**src/rtl/instr_fetch_unit.sv**
```systemverilog
// Instruction-fetch stage: owns the PC, addresses the combinational IM and
// registers the fetched word into IF/ID with stall, redirect squash and halt.
module instr_fetch_unit #(
  parameter int unsigned               ADDR_W    = 4,
  parameter int unsigned               INST_W    = 32,
  parameter logic [ADDR_W-1:0]         RESET_PC  = '0,
  parameter logic [INST_W-1:0]         HALT_INST = 32'hFFFF_FFFF,
  parameter int unsigned               CNT_W     = 16
) (
  input  logic              clk,
  input  logic              rst,
  input  logic              stall,
  input  logic              branch_taken,
  input  logic [ADDR_W-1:0] branch_target,
  input  logic              jump,
  input  logic [ADDR_W-1:0] jump_target,
  output logic [ADDR_W-1:0] im_address,
  input  logic [INST_W-1:0] im_instruction,
  output logic [INST_W-1:0] if_id_instr,
  output logic [ADDR_W-1:0] if_id_pc1,
  output logic              if_id_valid,
  output logic              halted,
  output logic [CNT_W-1:0]  fetch_count
);

  typedef enum logic [1:0] {S_BOOT, S_RUN, S_HALT} state_t;

  state_t            r_state;
  state_t            w_state_nxt;
  logic [ADDR_W-1:0] r_pc;
  logic [ADDR_W-1:0] w_pc1;
  logic [ADDR_W-1:0] w_target;
  logic              w_redirect;
  logic              w_accept;
  logic              w_halt_fetch;

  assign im_address = r_pc;
  assign w_pc1      = r_pc + 1'b1;
  assign w_target   = jump ? jump_target : branch_target;

  always_ff @(posedge clk) begin
    if (rst) r_state <= S_BOOT;
    else     r_state <= w_state_nxt;
  end

  always_comb begin
    w_state_nxt = r_state;
    case (r_state)
      S_BOOT:  w_state_nxt = S_RUN;
      S_RUN:   if (w_halt_fetch) w_state_nxt = S_HALT;
      S_HALT:  w_state_nxt = S_HALT;
      default: w_state_nxt = S_BOOT;
    endcase
  end

  // Redirect outranks stall; a word fetched alongside a redirect is wrong-path.
  always_comb begin
    w_redirect   = 1'b0;
    w_accept     = 1'b0;
    w_halt_fetch = 1'b0;
    halted       = 1'b0;
    case (r_state)
      S_RUN: begin
        w_redirect   = jump | branch_taken;
        w_accept     = !(jump | branch_taken) && !stall;
        w_halt_fetch = w_accept && (im_instruction == HALT_INST);
      end
      S_HALT:  halted = 1'b1;
      default: ;
    endcase
  end

  always_ff @(posedge clk) begin
    if (rst) begin
      r_pc        <= RESET_PC;
      if_id_instr <= '0;
      if_id_pc1   <= '0;
      if_id_valid <= 1'b0;
      fetch_count <= '0;
    end else if (w_redirect) begin
      r_pc        <= w_target;
      if_id_instr <= '0;
      if_id_pc1   <= '0;
      if_id_valid <= 1'b0;
    end else if (w_accept) begin
      r_pc        <= w_pc1;
      if_id_instr <= im_instruction;
      if_id_pc1   <= w_pc1;
      if_id_valid <= 1'b1;
      if (fetch_count != '1) fetch_count <= fetch_count + 1'b1;
    end else if (halted) begin
      if_id_valid <= 1'b0;
    end
  end

endmodule

```
**config.mk**
```make
export PLATFORM = sky130hd
export DESIGN_NAME = instr_fetch_unit
export DESIGN_NICKNAME = d
export VERILOG_FILES = /design/src/rtl/instr_fetch_unit.sv
export SDC_FILE = /design/constraint.sdc
export NUM_CORES = 1
export LEC_CHECK = 0
export BUFFER_PORTS_ARGS = -buffer_cell sky130_fd_sc_hd__buf_2
export CAP_MARGIN = 20
export CORE_MARGIN = 1.5
export CORE_UTILIZATION = 49
export CTS_BUF_LIST = sky130_fd_sc_hd__clkbuf_8
export DETAILED_ROUTE_END_ITERATION = 7
export HOLD_SLACK_MARGIN = 0.1
export PLACE_DENSITY = 0.81
export SLEW_MARGIN = 5
export SYNTH_ARGS = -nofsm -noshare
export SYNTH_HDL_FRONTEND = slang
export SYNTH_SLANG_ARGS = --single-unit
```
**constraint.sdc**
```tcl
create_clock -name clk -period 2.5 [get_ports clk]
set_input_delay 0.125 -clock clk [delete_from_list [all_inputs] [get_ports clk]]
set_output_delay 0.125 -clock clk [all_outputs]
set_load 0.1 [all_outputs]
```
-- Word level (Yosys, flattened, before mapping)
Index checks and enable logic that the tools add are counted.
- multiplexer cells: 11
- eq/ne operators: 5
- $add $sub $neg: 2
- bitwise logic cells: 2
- reductions and logical operators: 9
- operator list (operator ; count):
    $eq A32 B32 Y1 const B ; 1
    $add A16 B1 Y16 const B ; 1
    $ne A16 B16 Y1 const B ; 1
    $mux W4 ; 3
    $mux W1 ; 6
    $pmux W2 S3 ; 1
    $add A4 B1 Y4 const B ; 1
    $reduce_bool A2 Y1 ; 2
    $reduce_and A3 Y1 ; 1
    $eq A2 B1 Y1 const B ; 1
    $eq A2 B2 Y1 const B ; 1
    $logic_and A1 B1 Y1 ; 2
    $logic_not A1 Y1 ; 2
    $logic_not A2 Y1 ; 1
    $mux W2 ; 1
    $ne A2 B2 Y1 const B ; 1
    $reduce_or A2 Y1 ; 1
    $not A1 Y1 ; 1
    $or A1 B1 Y1 ; 1
- input port bits: 45
- output and inout port bits: 58
- bits in registers: 59
- word-level logic and storage cells: 35

-- Longest topological paths before layout
Gate-level depths: netlist of run 1.
- depth in word-level cells: 7
- gate-level depth with buffers: 8
- gate-level depth less buffers: 7

-- Worst setup path after synthesis of run 1
OpenSTA, ideal clock, no wires.
- path type: register to register
- start: register fetch_count[0]
- end: register fetch_count[1]
- data arrival time: 2753 ps
- setup slack: -380 ps
- data required time: 2372 ps
- path buffers: 1
- library setup time: 128 ps
- stages on the path, launching flop included: 8
- period minus slack after synthesis: 2880 ps
- cell sequence: dfxtp_1 -> ha_1 -> nand4_1 -> or4_1 -> clkbuf_1 -> o21ai_2 -> mux2i_1 -> nor2_1
- longest elaborated chain between the ends: 2
- RTL lines (what ; RTL line ; source):
    from (decl) ; 23 ; output logic [CNT_W-1:0] fetch_count
    from (signal assigned) ; 90 ; if (fetch_count != '1) fetch_count <= fetch_count + 1'b1;
    branches (longest 2 deep; another with $add A16 B1 Y16) ; -- ;
Several ways; the timed one is not identified.
A chain may end at the register's enable or synchronous reset.

-- Worst setup path after layout of run 1
Ends and elaborated chain as after synthesis.

==> results.tsv, run 1 <==
stage	metric	value	unit
outcome	result of the run	completed	
place	hpwl dp	4450	µm
critical_path	startpoint-to-endpoint class of the critical path	reg2reg	
timing	final clock skew	0.00592	ns
worst_hold_path	Worst Hold Path Cells	3	
place	Port Buf Inserts	102	
drt	detailed-routing iteration count for the pre-antenna-repair pass	4	
clocking	cts bufs inserted	9	
floorplan	number of standard-cell rows in the floorplan	25	
clocking	Root Driver	clkbuf_8	
timing	Slew Viols, Final	0	
power	leakage power	0.00154	µW
logic_synthesis	mux contribution to synthesized area	1.61	%
timing	RSZ-0062 raised after global routing	false	
critical_path	Largest stage delay, worst path	0.70	ns
logic_synthesis	Post-Synthesis Cell Area	2490	µm²
logic_synthesis	count of warnings emitted by yosys	0	
global_route	antenna violations before repair	0	
critical_path	critical path startpoint category	flip-flop	
power	maximum vdd ir drop	550	µV
clocking	number of H-tree branching levels	3	
drt	post-DR vias/cell	5.38	
logic_synthesis	area share of the leading cell type in the synthesized netlist	47.4	%
timing	post-route minimum period	2.32	ns
worst_hold_path	start point of the worst hold path	jump_target[0]	
critical_path	Critical Path End Type	flip-flop	
logic_synthesis	count of distinct cell types in the synthesized netlist	36	
worst_hold_path	Worst Hold End	im_address[0]$_SDFFE_PP0P_	
critical_path	cell with the largest stage delay on the worst path	or4_1	
power	total power per unit cell area	774	nW/µm²
layout	post-synthesis to final-layout area growth	45.4	%
logic_synthesis	dominant cell by count in the synthesized netlist	nand2_1	
critical_path	top fanout value on the critical path	8	
timing	final setup violation count	0	
timing	Tcrit/Tclk final	92.8	%
timing	Final Hold Vio Count	0	
logic_synthesis	Synth Flop Type	dfxtp_1	
global_route	largest net degree at the start of global routing	42	
logic_synthesis	Gate Count Post-Synth	303	
drt	final routed wire length divided by cell count	14.4	µm
logic_synthesis	fraction of synthesized cell area in xor and xnor cells	4.57	%
critical_path	reg2reg end	fetch_count[1]$_SDFFE_PP0P_	
critical_path	setup slack on the worst flop-to-flop path	0.18	ns
drt	number of nets with antenna violations after detailed routing	0	
job	max capacitance violation total	0	
critical_path	Critical path buffers and inverters	0	
floorplan	Starting Density	51.8	%
critical_path	WP data arrival	2.53	ns
drt	DR vias	2737	
logic_synthesis	count of flip-flops with a built-in enable after synthesis	0	
logic_synthesis	share of the synthesized area in compound gates (AO/OA/AOI/OAI)	14.6	%
floorplan	Die Ht	74.3	µm
timing	Worst slew margin	60.8	%
floorplan	standard cell core area	4820	µm²
clocking	clk sinks	59	
drt	DRC violations left	0	
logic_synthesis	adder-cell share of the synthesized area	2.51	%
critical_path	FF-to-FF Start	fetch_count[0]$_SDFFE_PP0P_	
drt	Detailed Route Iter0 Violations	146	
timing	highest clock rate	0.431	GHz
timing	final critical-path setup slack	0.180	ns
layout	Filler cells	378	
critical_path	cell-by-cell trace of the critical path	ha_1 -> nand4_1 -> or4_1 -> o21ai_2 -> mux2i_1 -> nor2_1	
logic_synthesis	total nets after synthesis	353	
logic_synthesis	combinational family with the most area after synthesis	simple AND/OR/NAND/NOR gates	
clocking	clock transition at the registers of the reported paths	0.06	ns
layout	fraction of final layout cells sized beyond drive strength 1	30.4	%
logic_synthesis	post-synthesis sequential element count	59	
logic_synthesis	proportion of synthesized chip area in sequential cells	47.4	%
logic_synthesis	cell types occupying the most area after synthesis	dfxtp_1, nand2_1, a21oi_1, nand4_1, nor2_1	
timing	Setup TNS	0	ns
worst_hold_path	Hold Path Class	in2reg	
logic_synthesis	proportion of synthesized flip-flops having asynchronous set or reset	0	%
critical_path	Largest delay share family, worst path	simple AND/OR/NAND/NOR gates	
floorplan	Die X	74.3	µm
floorplan	area enclosed by the die boundary	5530	µm²
layout	number of nets in the final layout	486	
logic_synthesis	Synth Area in Simple Gates	26.0	%
place	worst setup slack after placement	0.222	ns
critical_path	number of cells on the worst reg-to-reg path	6	
clocking	maximum buffer depth of the clock tree	2	
place	final weighted congestion in routability-driven placement	0.823	
drt	final wirelength	7310	µm
timing	transition time of the tightest slew-check pin	0.587	ns
global_route	via count of the first global-routing pass	2559	
critical_path	required time of the critical path	2.71	ns
global_route	global-route total usage across every layer	27.1	%
global_route	remaining global-route overflow	0	
logic_synthesis	mean instance size in the synthesized netlist	8.23	µm²
logic_synthesis	most numerous cell types in the synthesized netlist	nand2_1, dfxtp_1, a21oi_1, nor2_1, nand4_1	
layout	final design utilization	75.2	%
logic_synthesis	cell type contributing the most total cell area after synthesis	dfxtp_1	
clocking	clock latency at the later pin of the worst-skew pair	0.34	ns
clocking	CTS tree	built	
floorplan	# IOs	103	
global_route	global-route wire length before repair	11300	µm
flip-flops by register name, indices dropped and copies added (netlist names):
register	count
fetch_count	16
if_id_valid	1
if_id_pc1	4
im_address	4
r_state	2
if_id_instr	32
worst register-to-register path, delay by kind of cell (launching register included):
| family | cells | cell delay (ns) |
|---|---|---|
| AOI/OAI and AO/OA | 1 | 0.37 |
| adders and majority gates | 1 | 0.22 |
| DFF | 1 | 0.38 |
| muxes | 1 | 0.23 |
| and+or+nand+nor | 3 | 0.99 |
metal layers:
metal / global-route usage, % / part of all wire [%] / vias to the layer above
met5: 0 / 0 / -
met4: 16.8 / 3.0 / 0
met3: 6.64 / 5.1 / 22
met2: 45.4 / 52 / 98
met1: 31.1 / 40 / 1295
li1: - / - / 1322
where the power goes:
group / internal (µW) / leakage (µW) / switching (µW)
Sequential: 997 / 0.000480 / 47.2
Combinational: 205 / 0.000948 / 574
Clock: 610 / 0.000117 / 373
cell type report:
class / instances / area, µm² / share of cell area [%]
timing repair buffer: 139 / 868 / 24.0
multi-input combinational: 222 / 1230 / 34.0
sequential: 59 / 1190 / 32.8
antenna: 1 / 2.50 / 0.0690
tap: 67 / 83.8 / 2.31
clock inverter: 5 / 76.3 / 2.11
inverter: 5 / 18.8 / 0.518
clock buffer: 11 / 151 / 4.18
cells in the final DEF, fill, tap and decap left out, types with 5 or more instances in the layout:
cell and n:
a211oi_1 7, buf_2 102, dfxtp_2 7, xor2_1 8
dlygate4sd3_1 32, nand2_1 72, xnor2_1 5, inv_1 6
dfxtp_1 52, nor2_1 23, ha_1 5, and3_1 5
clkbuf_8 11, buf_4 5, nand4_1 14, a21oi_1 36
what timing repair did:
| item | 4_1_cts | 5_1_grt |
|---|---|---|
| hold endpoints to repair | 32 | 0 |
| gates resized for setup | 0 | 0 |
| hold buffers | 32 | 0 |
| setup buffers | 0 | 0 |
worst max path at each step:
stage | startpoint | depth (start not counted) | to | slack (ns)
after global routing | fetch_count[0]$_SDFFE_PP0P_ | 6 | fetch_count[1]$_SDFFE_PP0P_ | 0.05
after detailed placement | fetch_count[0]$_SDFFE_PP0P_ | 6 | fetch_count[1]$_SDFFE_PP0P_ | 0.22
final | fetch_count[0]$_SDFFE_PP0P_ | 6 | fetch_count[1]$_SDFFE_PP0P_ | 0.18
after CTS | fetch_count[0]$_SDFFE_PP0P_ | 6 | fetch_count[1]$_SDFFE_PP0P_ | 0.19
after floorplan | fetch_count[13]$_SDFFE_PP0P_ | 6 | fetch_count[1]$_SDFFE_PP0P_ | 0.0003
after global placement | fetch_count[0]$_SDFFE_PP0P_ | 6 | fetch_count[1]$_SDFFE_PP0P_ | 0.32
per-stage QoR:
step	hold WS (ns)	instance area, µm²	cells	power (µW)
final	0.181	3620	509	2810
after global routing	0.210	3620	508	2920
after CTS	0.186	3620	508	2810
after detailed placement	0.384	3070	460	1800
after global placement	0.377	3070	460	1780
after floorplan	0.261	2500	303	1640
cell families after synthesis:
| kind of cell | count (synthesis) |
|---|---|
| compound gates | 61 |
| flops | 59 |
| fa+ha+maj | 5 |
| buf+inv | 22 |
| simple gates | 139 |
| mux | 4 |
| xor+xnor | 13 |
(Power assumes the default switching activity.)
==> run 2, diff against run 1 <==
CORE_ASPECT_RATIO = 0.5   (was not set)
==> run 2 against run 1 <==
  * Die area grew 0.48%
  * Core utilization fell by 1.8 points
  * Clock skew down 0.00066 ns
  * Register-to-register slack gained 0.04 ns
  * Clock power is 4.0% lower
  * Largest power group unchanged
  * Highest routed layer unchanged
==> results.tsv, run 2 (synthesized netlist as in run 1, its figures left out) <==
stage	metric	value	unit	change
layout	Top Registers	if_id_instr x32, fetch_count x16		
power	fraction of power consumed by the clock network	34.0	%	-1.0 points
place	Port Buf Inserts	102		unchanged
timing	RSZ-0062 raised after global routing	false		
timing	final setup violation count	0		unchanged
timing	hold slack final	0.161	ns	-0.0193 ns
place	final weighted congestion in routability-driven placement	0.836		+1.6%
clocking	CTS tree	built		
power	leakage power	0.00153	µW	-0.76%
timing	Final Hold Vio Count	0		unchanged
floorplan	standard cell core area	4910	µm²	+1.9%
floorplan	Starting Density	50.8	%	-0.98 points
power	maximum vdd ir drop	388	µV	-29%
floorplan	number of standard-cell rows in the floorplan	18		-28%
clocking	cts bufs inserted	9		unchanged
clocking	Root Driver	clkbuf_8		
job	max capacitance violation total	0		unchanged
critical_path	top fanout value on the critical path	8		unchanged
timing	post-route minimum period	2.28	ns	-0.0414 ns
timing	final clock skew	0.00526	ns	-0.000657 ns
global_route	antenna violations before repair	0		unchanged
worst_hold_path	Hold Path Class	in2reg		
drt	DR vias	2718		-0.69%
place	hpwl dp	4570	µm	+2.8%
drt	final wirelength	7320	µm	about the same
layout	number of flip-flops under the largest register name	32		unchanged
global_route	largest net degree at the start of global routing	40		-4.8%
layout	number of nets in the final layout	485		-0.21%
layout	largest register by flop count	if_id_instr		
floorplan	area enclosed by the die boundary	5550	µm²	+0.48%
timing	Tcrit/Tclk final	91.1	%	-1.7 points
clocking	maximum buffer depth of the clock tree	2		unchanged
drt	final routed wire length divided by cell count	14.4	µm	about the same
power	NetSw	998	µW	+0.36%
layout	post-synthesis to final-layout area growth	44.6	%	
critical_path	required time of the critical path	2.71	ns	about the same
drt	number of nets with antenna violations after detailed routing	0		unchanged
global_route	global-route wire length before repair	11200	µm	-0.85%
clocking	clock transition at the registers of the reported paths	0.06	ns	about the same
critical_path	critical path startpoint category	flip-flop		
layout	area of all sequential standard cells	1190	µm²	unchanged
clocking	number of H-tree branching levels	3		unchanged
outcome	result of the run	completed		
power	cell-internal power	1780	µW	-1.9%
timing	Slew Viols, Final	0		unchanged
drt	Detailed Route Iter0 Violations	158		+8.2%
drt	DRC violations left	0		unchanged
timing	highest clock rate	0.439	GHz	+1.8%
timing	transition time of the tightest slew-check pin	0.666	ns	+0.0794 ns
clocking	clk sinks	59		unchanged
global_route	remaining global-route overflow	0		unchanged
layout	final design utilization	73.4	%	-1.8 points
global_route	via count of the first global-routing pass	2374		-7.2%
floorplan	# IOs	103		unchanged
power	sequential share of power	37.7	%	+0.5 points
power	Comb power frac	28.3	%	+0.5 points
power	total power per unit cell area	770	nW/µm²	-0.57%
power	fraction of power spent switching nets	35.9	%	+0.52 points
layout	Filler cells	374		-1.1%
drt	post-DR vias/cell	5.34		-0.69%
drt	detailed-routing iteration count for the pre-antenna-repair pass	5		+1
critical_path	Critical Path End Type	flip-flop		
layout	top library cells by usage in the layout, fill and taps aside	buf_2, nand2_1, dfxtp_1		
layout	most common cell after layout, fill and taps aside	buf_2		
layout	footprint of the multi-input gates	1230	µm²	unchanged
global_route	global-route total usage across every layer	26.3	%	-0.80 points
floorplan	Die Ht	53.4	µm	-28%
clocking	clock latency at the later pin of the worst-skew pair	0.33	ns	about the same
layout	fraction of final layout cells sized beyond drive strength 1	30.3	%	-0.089 points
timing	Worst slew margin	55.5	%	-5.3 points
clocking	Resized cells post-CTS	0		unchanged
critical_path	startpoint-to-endpoint class of the critical path	reg2reg		
floorplan	Die X	104	µm	+40%
layout	Antenna diodes	0		-1
timing	Setup TNS	0	ns	unchanged
critical_path	WP data arrival	2.49	ns	-0.04 ns
-- run 2: changes by cell type in the layout (fill, tap and decap cells not counted) --
cell / change
clkbuf_8: -1
diode_2: -1
buf_4: -1
clkinv_2: +1
inv_1: -1
-- run 2: power groups by stage --
stage | Combinational (µW) | Sequential (µW) | Clock, µW
floorplan | 289 | 1350 | 0
global placement | 707 | 1060 | 0
detailed placement | 730 | 1060 | 0
CTS | 778 | 1040 | 954
global route | 825 | 1050 | 998
finish | 786 | 1050 | 944
-- run 2: worst paths after layout --
kind              depth (start not counted)  slack (ns)                         start                           end
setup / recovery                          6        0.22   fetch_count[0]$_SDFFE_PP0P_   fetch_count[1]$_SDFFE_PP0P_
hold / removal                            3        0.16                jump_target[0]    im_address[0]$_SDFFE_PP0P_
setup reg to reg                          6        0.22   fetch_count[0]$_SDFFE_PP0P_   fetch_count[1]$_SDFFE_PP0P_
hold reg to reg                           2        0.46  if_id_instr[11]$_SDFFE_PP0P_  if_id_instr[11]$_SDFFE_PP0P_
-- run 2: area by class of cell --
type,count,share of cell area [%]
inverters,5,0.520
multi-input cells,222,34.2
repair buffers,138,23.9
well taps,70,2.43
clock buffers,10,3.82
flip-flops and latches,59,33.0
clock inverters,5,2.15
-- run 2: stage by stage --
stage | worst slack, ns | cells | area, µm² | power (µW)
floorplan | 0.000301 | 303 | 2500 | 1640
global placement | 0.337 | 462 | 3070 | 1770
detailed placement | 0.244 | 462 | 3070 | 1790
CTS | 0.216 | 509 | 3610 | 2770
global route | 0.122 | 509 | 3610 | 2870
finish | 0.221 | 509 | 3610 | 2780
-- run 2: critical path, cell delays in order (launching register included) --
cell,delay (ns)
dfxtp_2,0.38
ha_1,0.21
nand4_1,0.25
or4_1,0.68
o21ai_2,0.36
mux2i_1,0.23
nor2_1,0.05
-- run 2: timing repair --
action                                 in CTS  in global routing
buffers inserted                            0                  0
endpoints found under the hold margin      32                  0
hold buffers                               32                  0
-- run 2: layer usage --
metal / part of all wire [%] / wire (µm) / up-vias / global-route usage, %
li1: - / - / 1319 / -
met3: 5.4 / 395 / 12 / 8.25
met2: 50 / 3660 / 108 / 48.7
met1: 43 / 3170 / 1279 / 29.8
met4: 1.2 / 87 / 0 / 8.33
met5: 0 / 0 / - / 0
